==> config.mk <==
export PLATFORM = sky130hd
export DESIGN_NAME = pmem_gpio_bank
export DESIGN_NICKNAME = d
export VERILOG_FILES = /design/src/rtl/pmem_gpio_pkg.sv /design/src/rtl/pmem_gpio_port.sv /design/src/rtl/pmem_gpio_bank.sv
export SDC_FILE = /design/constraint.sdc
export NUM_CORES = 1
export LEC_CHECK = 0
export ABC_AREA = 1
export BUFFER_PORTS_ARGS = -buffer_cell sky130_fd_sc_hd__buf_2
export CELL_PAD_IN_SITES_DETAIL_PLACEMENT = 0
export CELL_PAD_IN_SITES_GLOBAL_PLACEMENT = 1
export CORE_UTILIZATION = 40
export CTS_CLUSTER_DIAMETER = 80
export DETAILED_ROUTE_END_ITERATION = 8
export PLACE_DENSITY_LB_ADDON = 0.1
export SYNTH_ARGS = -nofsm -noshare
export SYNTH_HDL_FRONTEND = slang
export SYNTH_SLANG_ARGS = --single-unit
==> constraint.sdc <==
create_clock -name clock -period 2.9 [get_ports clock]
set_clock_uncertainty 0.1 [all_clocks]
set_input_delay 0.435 -clock clock [delete_from_list [all_inputs] [get_ports clock]]
set_output_delay 0.435 -clock clock [all_outputs]
set_load 0.005 [all_outputs]
==> src/rtl/pmem_gpio_pkg.sv <==
// Shared constants and types for the pmem GPIO bank: register offsets, stride, data width.
package pmem_gpio_pkg;

  localparam int unsigned DATA_W      = 8;
  localparam int unsigned PORT_STRIDE = 4;

  localparam logic [1:0] OFF_PIN   = 2'd0;
  localparam logic [1:0] OFF_DDR   = 2'd1;
  localparam logic [1:0] OFF_PORT  = 2'd2;
  localparam logic [1:0] OFF_PCMSK = 2'd3;

  // Offsets of the global registers, relative to the end of the per-port window.
  localparam logic [7:0] OFF_PCIFR = 8'd0;
  localparam logic [7:0] OFF_PCICR = 8'd1;

  typedef enum logic [1:0] {
    RegPin   = OFF_PIN,
    RegDdr   = OFF_DDR,
    RegPort  = OFF_PORT,
    RegPcmsk = OFF_PCMSK
  } port_reg_e;

endpackage

==> src/rtl/pmem_gpio_port.sv <==
// One 8-bit GPIO port: DDR/PORT/PCMSK registers, input synchroniser, pin-change detect.
// PCMSK, the third synchroniser stage and chg_o exist only with PMEM_GPIO_IRQ_EN.
module pmem_gpio_port
  import pmem_gpio_pkg::*;
(
  input  logic              clock,
  input  logic              reset,
  input  logic              wr_en_i,
  input  logic              past_write_i,
  input  port_reg_e         reg_sel_i,
  input  logic [DATA_W-1:0] wdata_i,
  input  logic [DATA_W-1:0] io_in_i,
  output logic [DATA_W-1:0] io_out_o,
  output logic [DATA_W-1:0] io_oeb_o,
`ifdef PMEM_GPIO_IRQ_EN
  output logic              chg_o,
`endif
  output logic [DATA_W-1:0] rdata_o
);

  logic [DATA_W-1:0] s1_q, s2_q;
  logic [DATA_W-1:0] port_q, port_d;
  logic [DATA_W-1:0] oeb_q, oeb_d;
`ifdef PMEM_GPIO_IRQ_EN
  logic [DATA_W-1:0] s3_q;
  logic [DATA_W-1:0] pcmsk_q, pcmsk_d;
`endif

  always_comb begin
    port_d = port_q;
    oeb_d  = oeb_q;
`ifdef PMEM_GPIO_IRQ_EN
    pcmsk_d = pcmsk_q;
`endif
    if (wr_en_i) begin
      case (reg_sel_i)
        // Toggle only on the first cycle of a held write so a burst flips once.
        RegPin:  if (!past_write_i) port_d = port_q ^ wdata_i;
        RegDdr:  oeb_d = ~wdata_i;
        RegPort: port_d = wdata_i;
        RegPcmsk: begin
`ifdef PMEM_GPIO_IRQ_EN
          pcmsk_d = wdata_i;
`endif
        end
        default: ;
      endcase
    end
  end

  always_ff @(posedge clock) begin
    if (reset) begin
      s1_q   <= '0;
      s2_q   <= '0;
      port_q <= '0;
      oeb_q  <= '1;
`ifdef PMEM_GPIO_IRQ_EN
      s3_q    <= '0;
      pcmsk_q <= '0;
`endif
    end else begin
      s1_q   <= io_in_i;
      s2_q   <= s1_q;
      port_q <= port_d;
      oeb_q  <= oeb_d;
`ifdef PMEM_GPIO_IRQ_EN
      s3_q    <= s2_q;
      pcmsk_q <= pcmsk_d;
`endif
    end
  end

  always_comb begin
    rdata_o = '0;
    case (reg_sel_i)
      RegPin:  rdata_o = s2_q;
      RegDdr:  rdata_o = ~oeb_q;
      RegPort: rdata_o = port_q;
      RegPcmsk: begin
`ifdef PMEM_GPIO_IRQ_EN
        rdata_o = pcmsk_q;
`endif
      end
      default: ;
    endcase
  end

  assign io_out_o = port_q;
  assign io_oeb_o = oeb_q;
`ifdef PMEM_GPIO_IRQ_EN
  assign chg_o = |((s2_q ^ s3_q) & pcmsk_q);
`endif

endmodule

==> src/rtl/pmem_gpio_bank.sv <==
// Multi-port GPIO on the pmem byte bus: address decode, read mux, handshake, PCIFR/PCICR and irq.
// Pin-change interrupts are built only when PMEM_GPIO_IRQ_EN is defined.
module pmem_gpio_bank
  import pmem_gpio_pkg::*;
#(
  parameter int unsigned NUM_PORTS = 2,
  parameter logic [7:0]  BASE_ADDR = 8'h36
) (
  input  logic                        clock,
  input  logic                        reset,
  input  logic                        select,
  input  logic [7:0]                  addr,
  input  logic [DATA_W-1:0]           data_in,
  input  logic                        write,
  output logic [DATA_W-1:0]           data_out,
  output logic                        data_ready,
  input  logic [DATA_W*NUM_PORTS-1:0] io_in,
  output logic [DATA_W*NUM_PORTS-1:0] io_out,
  output logic [DATA_W*NUM_PORTS-1:0] io_oeb,
  output logic                        irq
);

  localparam logic [7:0] PortSpan = 8'(PORT_STRIDE * NUM_PORTS);

  // Addresses below BASE_ADDR wrap to large offsets and fall outside every window.
  logic [7:0] offset;
  logic       port_hit;
  logic [2:0] port_idx;
  port_reg_e  reg_sel;
  logic       bus_wr;

  assign offset   = addr - BASE_ADDR;
  assign port_hit = offset < PortSpan;
  assign port_idx = offset[4:2];
  assign reg_sel  = port_reg_e'(offset[1:0]);
  assign bus_wr   = select & write;

  logic [DATA_W-1:0] rdata [NUM_PORTS];
  logic              past_write_q, past_write_d;
  logic [DATA_W-1:0] data_out_q, data_out_d;
  logic              data_ready_q, data_ready_d;
  logic [DATA_W-1:0] rd_val;

`ifdef PMEM_GPIO_IRQ_EN
  localparam logic [7:0] PcifrOff = PortSpan + OFF_PCIFR;
  localparam logic [7:0] PcicrOff = PortSpan + OFF_PCICR;

  logic [NUM_PORTS-1:0] chg;
  logic [NUM_PORTS-1:0] pcifr_q, pcifr_d;
  logic [NUM_PORTS-1:0] pcicr_q, pcicr_d;
  logic                 irq_q, irq_d;
`endif

  for (genvar p = 0; p < NUM_PORTS; p++) begin : g_port
    logic wr_en;
    assign wr_en = bus_wr & port_hit & (port_idx == 3'(p));

    pmem_gpio_port u_port (
      .clock        (clock),
      .reset        (reset),
      .wr_en_i      (wr_en),
      .past_write_i (past_write_q),
      .reg_sel_i    (reg_sel),
      .wdata_i      (data_in),
      .io_in_i      (io_in[DATA_W*p +: DATA_W]),
      .io_out_o     (io_out[DATA_W*p +: DATA_W]),
      .io_oeb_o     (io_oeb[DATA_W*p +: DATA_W]),
`ifdef PMEM_GPIO_IRQ_EN
      .chg_o        (chg[p]),
`endif
      .rdata_o      (rdata[p])
    );
  end

  always_comb begin
    rd_val = '0;
    for (int unsigned p = 0; p < NUM_PORTS; p++) begin
      if (port_hit && port_idx == 3'(p)) rd_val = rdata[p];
    end
`ifdef PMEM_GPIO_IRQ_EN
    if (offset == PcifrOff) rd_val[NUM_PORTS-1:0] = pcifr_q;
    if (offset == PcicrOff) rd_val[NUM_PORTS-1:0] = pcicr_q;
`endif
  end

  always_comb begin
    past_write_d = bus_wr;
    data_ready_d = select;
    data_out_d   = data_out_q;
    if (select) data_out_d = write ? '0 : rd_val;
  end

`ifdef PMEM_GPIO_IRQ_EN
  always_comb begin
    pcifr_d = pcifr_q;
    pcicr_d = pcicr_q;
    if (bus_wr && offset == PcifrOff) pcifr_d = pcifr_q & ~data_in[NUM_PORTS-1:0];
    if (bus_wr && offset == PcicrOff) pcicr_d = data_in[NUM_PORTS-1:0];
    // A new change on the clearing edge must not be lost, so set is applied last.
    pcifr_d = pcifr_d | chg;
    irq_d   = |(pcifr_d & pcicr_q);
  end
`endif

  always_ff @(posedge clock) begin
    if (reset) begin
      past_write_q <= 1'b0;
      data_out_q   <= '0;
      data_ready_q <= 1'b0;
`ifdef PMEM_GPIO_IRQ_EN
      pcifr_q <= '0;
      pcicr_q <= '0;
      irq_q   <= 1'b0;
`endif
    end else begin
      past_write_q <= past_write_d;
      data_out_q   <= data_out_d;
      data_ready_q <= data_ready_d;
`ifdef PMEM_GPIO_IRQ_EN
      pcifr_q <= pcifr_d;
      pcicr_q <= pcicr_d;
      irq_q   <= irq_d;
`endif
    end
  end

  assign data_out   = data_out_q;
  assign data_ready = data_ready_q;
`ifdef PMEM_GPIO_IRQ_EN
  assign irq = irq_q;
`else
  assign irq = 1'b0;
`endif

endmodule

==> results.md <==
- Setup TNS: 0 ps
- Fillers: 823
- Syn. warnings: 0
- WP data required: 3010 ps
- Origin of the critical flop-to-flop path: past_write_q
- Skew-Pair Late Insertion Delay: 350 ps
- Max Fclk: 489 MHz
- Crit Path Category: primary input to register
- Post-synthesis sequential area ratio: 44.5%
- Register-to-register setup slack: 1310 ps
- Initial antenna violation count: 0
- Number of global-route vias before repair: 2785
- DIE AREA: 8680 um2
- Startpoint type of the worst setup path: primary input
- Synth unique cells: 30
- Run status: finished, final reports clean
- Layout cell share with drive strength beyond 1: 22.2%
- Most frequent cells in the layout: nand2_1 (108), buf_2 (76), dfxtp_1 (74), inv_1 (54), nor2_1 (54)
- Min cycle time layout: 2050 ps
- Hold path endpoint: g_port[0].u_port.s1_q[3]
- Largest net degree at the start of global routing: 35
- Routability cong.: 0.859
- Number of CTS-inserted buffers: 9
- IO buf count: 76
- Min-delay src: io_in[3]
- GR Util All Layers: 21.2%
- Slew HR: 59.0%
- Pre-antenna DRT Iters: 4
- H-tree Lvls: 3
- Syn Nets: 490
- Root buf cell: clkbuf_8
- Hold Path Class: primary input to register
- Commonest non-fill, non-tap cell in the layout: nand2_1
- Post-synthesis instance area: 3330 um2
- Post-CTS Setup Bufs: 0
- Antenna cells: 0
- Residual DRC: 0
- Drt total wl: 8.51 mm
- Maximum fanout along the worst path: 9
- Die Height: 93.2 um
- Final Hold Fails: 0
- Routed WL per cell: 13.4 um
- Die width: 93.2 um
- WHS Path Cells: 3
- Sinks on Clock Net: 74
- Final global-route overflow total: 0
- Post-CTS Hold Buffers: 0
- Via density: 4.86
- Maxcap violations: 0
- Avg Cell Area, Syn: 7.34 um2
- # IOs: 78
- Core ar.: 7890 um2
- Reg clk slew, reported paths: 80 ps
- Remaining antenna violation count: 0
- Worst reg2reg path endpoint: g_port[1].u_port.io_out_o[2]
- CP Data Arrival Time: 2160 ps
- Synth area leaders: dfxtp_1 (45%), nand2_1 (12%), inv_1 (6.1%)
- Min Hold Slack: 182 ps
- Area leader, netlist: dfxtp_1
- Global-route wire length before repair: 14.1 mm
- Post-synthesis cell count: 453
- Worst Reg-to-Reg Cells: 4
- Number of synthesized register bits: 74
- Layout Nets: 563
- Synth top area share: 44.5%
- Initial core utilization: 42.2%
- Period utilization: 70.6%
- CTS tree: built
- Worst slew pin tran: 615 ps
- Clock buffer depth: 2
- Final setup vio count: 0
- Total number of vias: 3075
- Leakage power: 1.81 nW
- Resized Gates After CTS: 0
- Layout overhead on the synthesized area: 19.7%
- Max-slew violation count: 0
- CP endpoint kind: register
- Initial DRC count: 170
- Cell Rows: 32
- Unrepaired setup endpoints after global routing: no
- PD cells: 520 nW/um2
- Peak supply drop: 0.312 mV
- Post-DP HPWL: 6.36 mm
==> Yosys cell counts <==
| library cell | count |
|---|---|
| a21oi_1 | 27 |
| conb_1 | 1 |
| nor2_4 | 3 |
| a221oi_1 | 6 |
| nand3_2 | 1 |
| nand3_1 | 21 |
| buf_4 | 2 |
| buf_2 | 5 |
| nor2_8 | 1 |
| nand4_1 | 16 |
| nand2_1 | 108 |
| inv_2 | 5 |
| nand2_2 | 3 |
| buf_6 | 1 |
| inv_1 | 54 |
| o21ai_0 | 24 |
| nand3_4 | 3 |
| nand4_2 | 2 |
| xnor2_1 | 13 |
| nor2_2 | 2 |
| o211ai_1 | 1 |
| o22ai_1 | 3 |
| a211oi_1 | 7 |
| clkinv_1 | 1 |
| dfxtp_1 | 74 |
| clkbuf_1 | 10 |
| o2111ai_1 | 2 |
| ha_1 | 1 |
| nor2_1 | 54 |
| clkinv_2 | 2 |
==> flip-flops by register name, indices dropped and copies added (netlist names) <==
| name | flops |
|---|---|
| g_port.u_port.io_out_o | 16 |
| data_out | 8 |
| data_ready | 1 |
| g_port.u_port.s2_q | 16 |
| g_port.u_port.s1_q | 16 |
| past_write_q | 1 |
| g_port.u_port.io_oeb_o | 16 |
==> critical path: stages <==
cell and delay (ps):
buf_2 130, ha_1 440, inv_2 220, nand2_1 90, nor2_2 340, nand4_2 300
nand2_1 120, a21oi_1 70
==> kinds of logic (layout without fill, tap and decap cells) <==
| group | count (synthesis) | in the layout | synth area share, % |
|---|---|---|---|
| DFF | 74 | 74 | 44.5 |
| adders and majority gates | 1 | 1 | 0.376 |
| other | 1 | 1 | 0.113 |
| buffers and inverters | 80 | 158 | 9.74 |
| AOI/OAI and AO/OA | 70 | 70 | 12.2 |
| xor gates and xnor gates | 13 | 13 | 3.42 |
| and+or+nand+nor | 214 | 214 | 29.6 |
==> worst max path at each step <==
stage	start	end	slack, ps	depth (start not counted)
detailed placement	addr[1]	g_port[0].u_port.io_out_o[0]	470	8
floorplan	addr[1]	g_port[0].u_port.io_out_o[7]	970	8
global route	addr[1]	g_port[0].u_port.io_out_o[7]	690	8
finish	addr[1]	g_port[0].u_port.io_out_o[0]	850	8
global placement	addr[1]	g_port[0].u_port.io_out_o[7]	520	8
CTS	addr[1]	g_port[0].u_port.io_out_o[6]	850	8
==> power by group <==
part | internal [W] | leakage, nW | switching (W)
Clock | 0.000411 | 0.101 | 0.000421
Combinational | 0.0000631 | 1.11 | 0.000127
Sequential | 0.00104 | 0.604 | 0.00000729
==> per-layer routing <==
layer,share of wire (%),up-vias,wire (um),global-route usage [%]
met5,0,-,0,0
met4,2.2,0,184,7.95
met3,6.6,11,562,5.45
met2,44,98,3740,32.0
met1,47,1366,4020,29.1
li1,-,1600,-,-
==> cell type report <==
class                   instances  area (um2)  share of cell area [%]
multi-input cells             299        1520                    38.2
flip-flops and latches         74        1480                    37.2
clock inverters                 7        81.3                    2.04
well taps                     102         128                    3.21
repair buffers                 80         410                    10.3
clock buffers                   9         124                    3.11
inverters                      62         235                    5.91
==> metrics by stage <==
step / util, % / instance area [um2] / cells / power (W) / worst slack (ps)
6_report: 50.5 / 3980 / 633 / 0.00207 / 853
3_5_place_dp: 47.9 / 3770 / 617 / 0.00126 / 469
2_1_floorplan: - / 3330 / 453 / 0.00120 / 970
5_1_grt: 50.5 / 3980 / 633 / 0.00217 / 687
3_3_place_gp: 47.9 / 3770 / 617 / 0.00126 / 525
4_1_cts: 50.5 / 3980 / 633 / 0.00209 / 852
(Power assumes the default switching activity.)
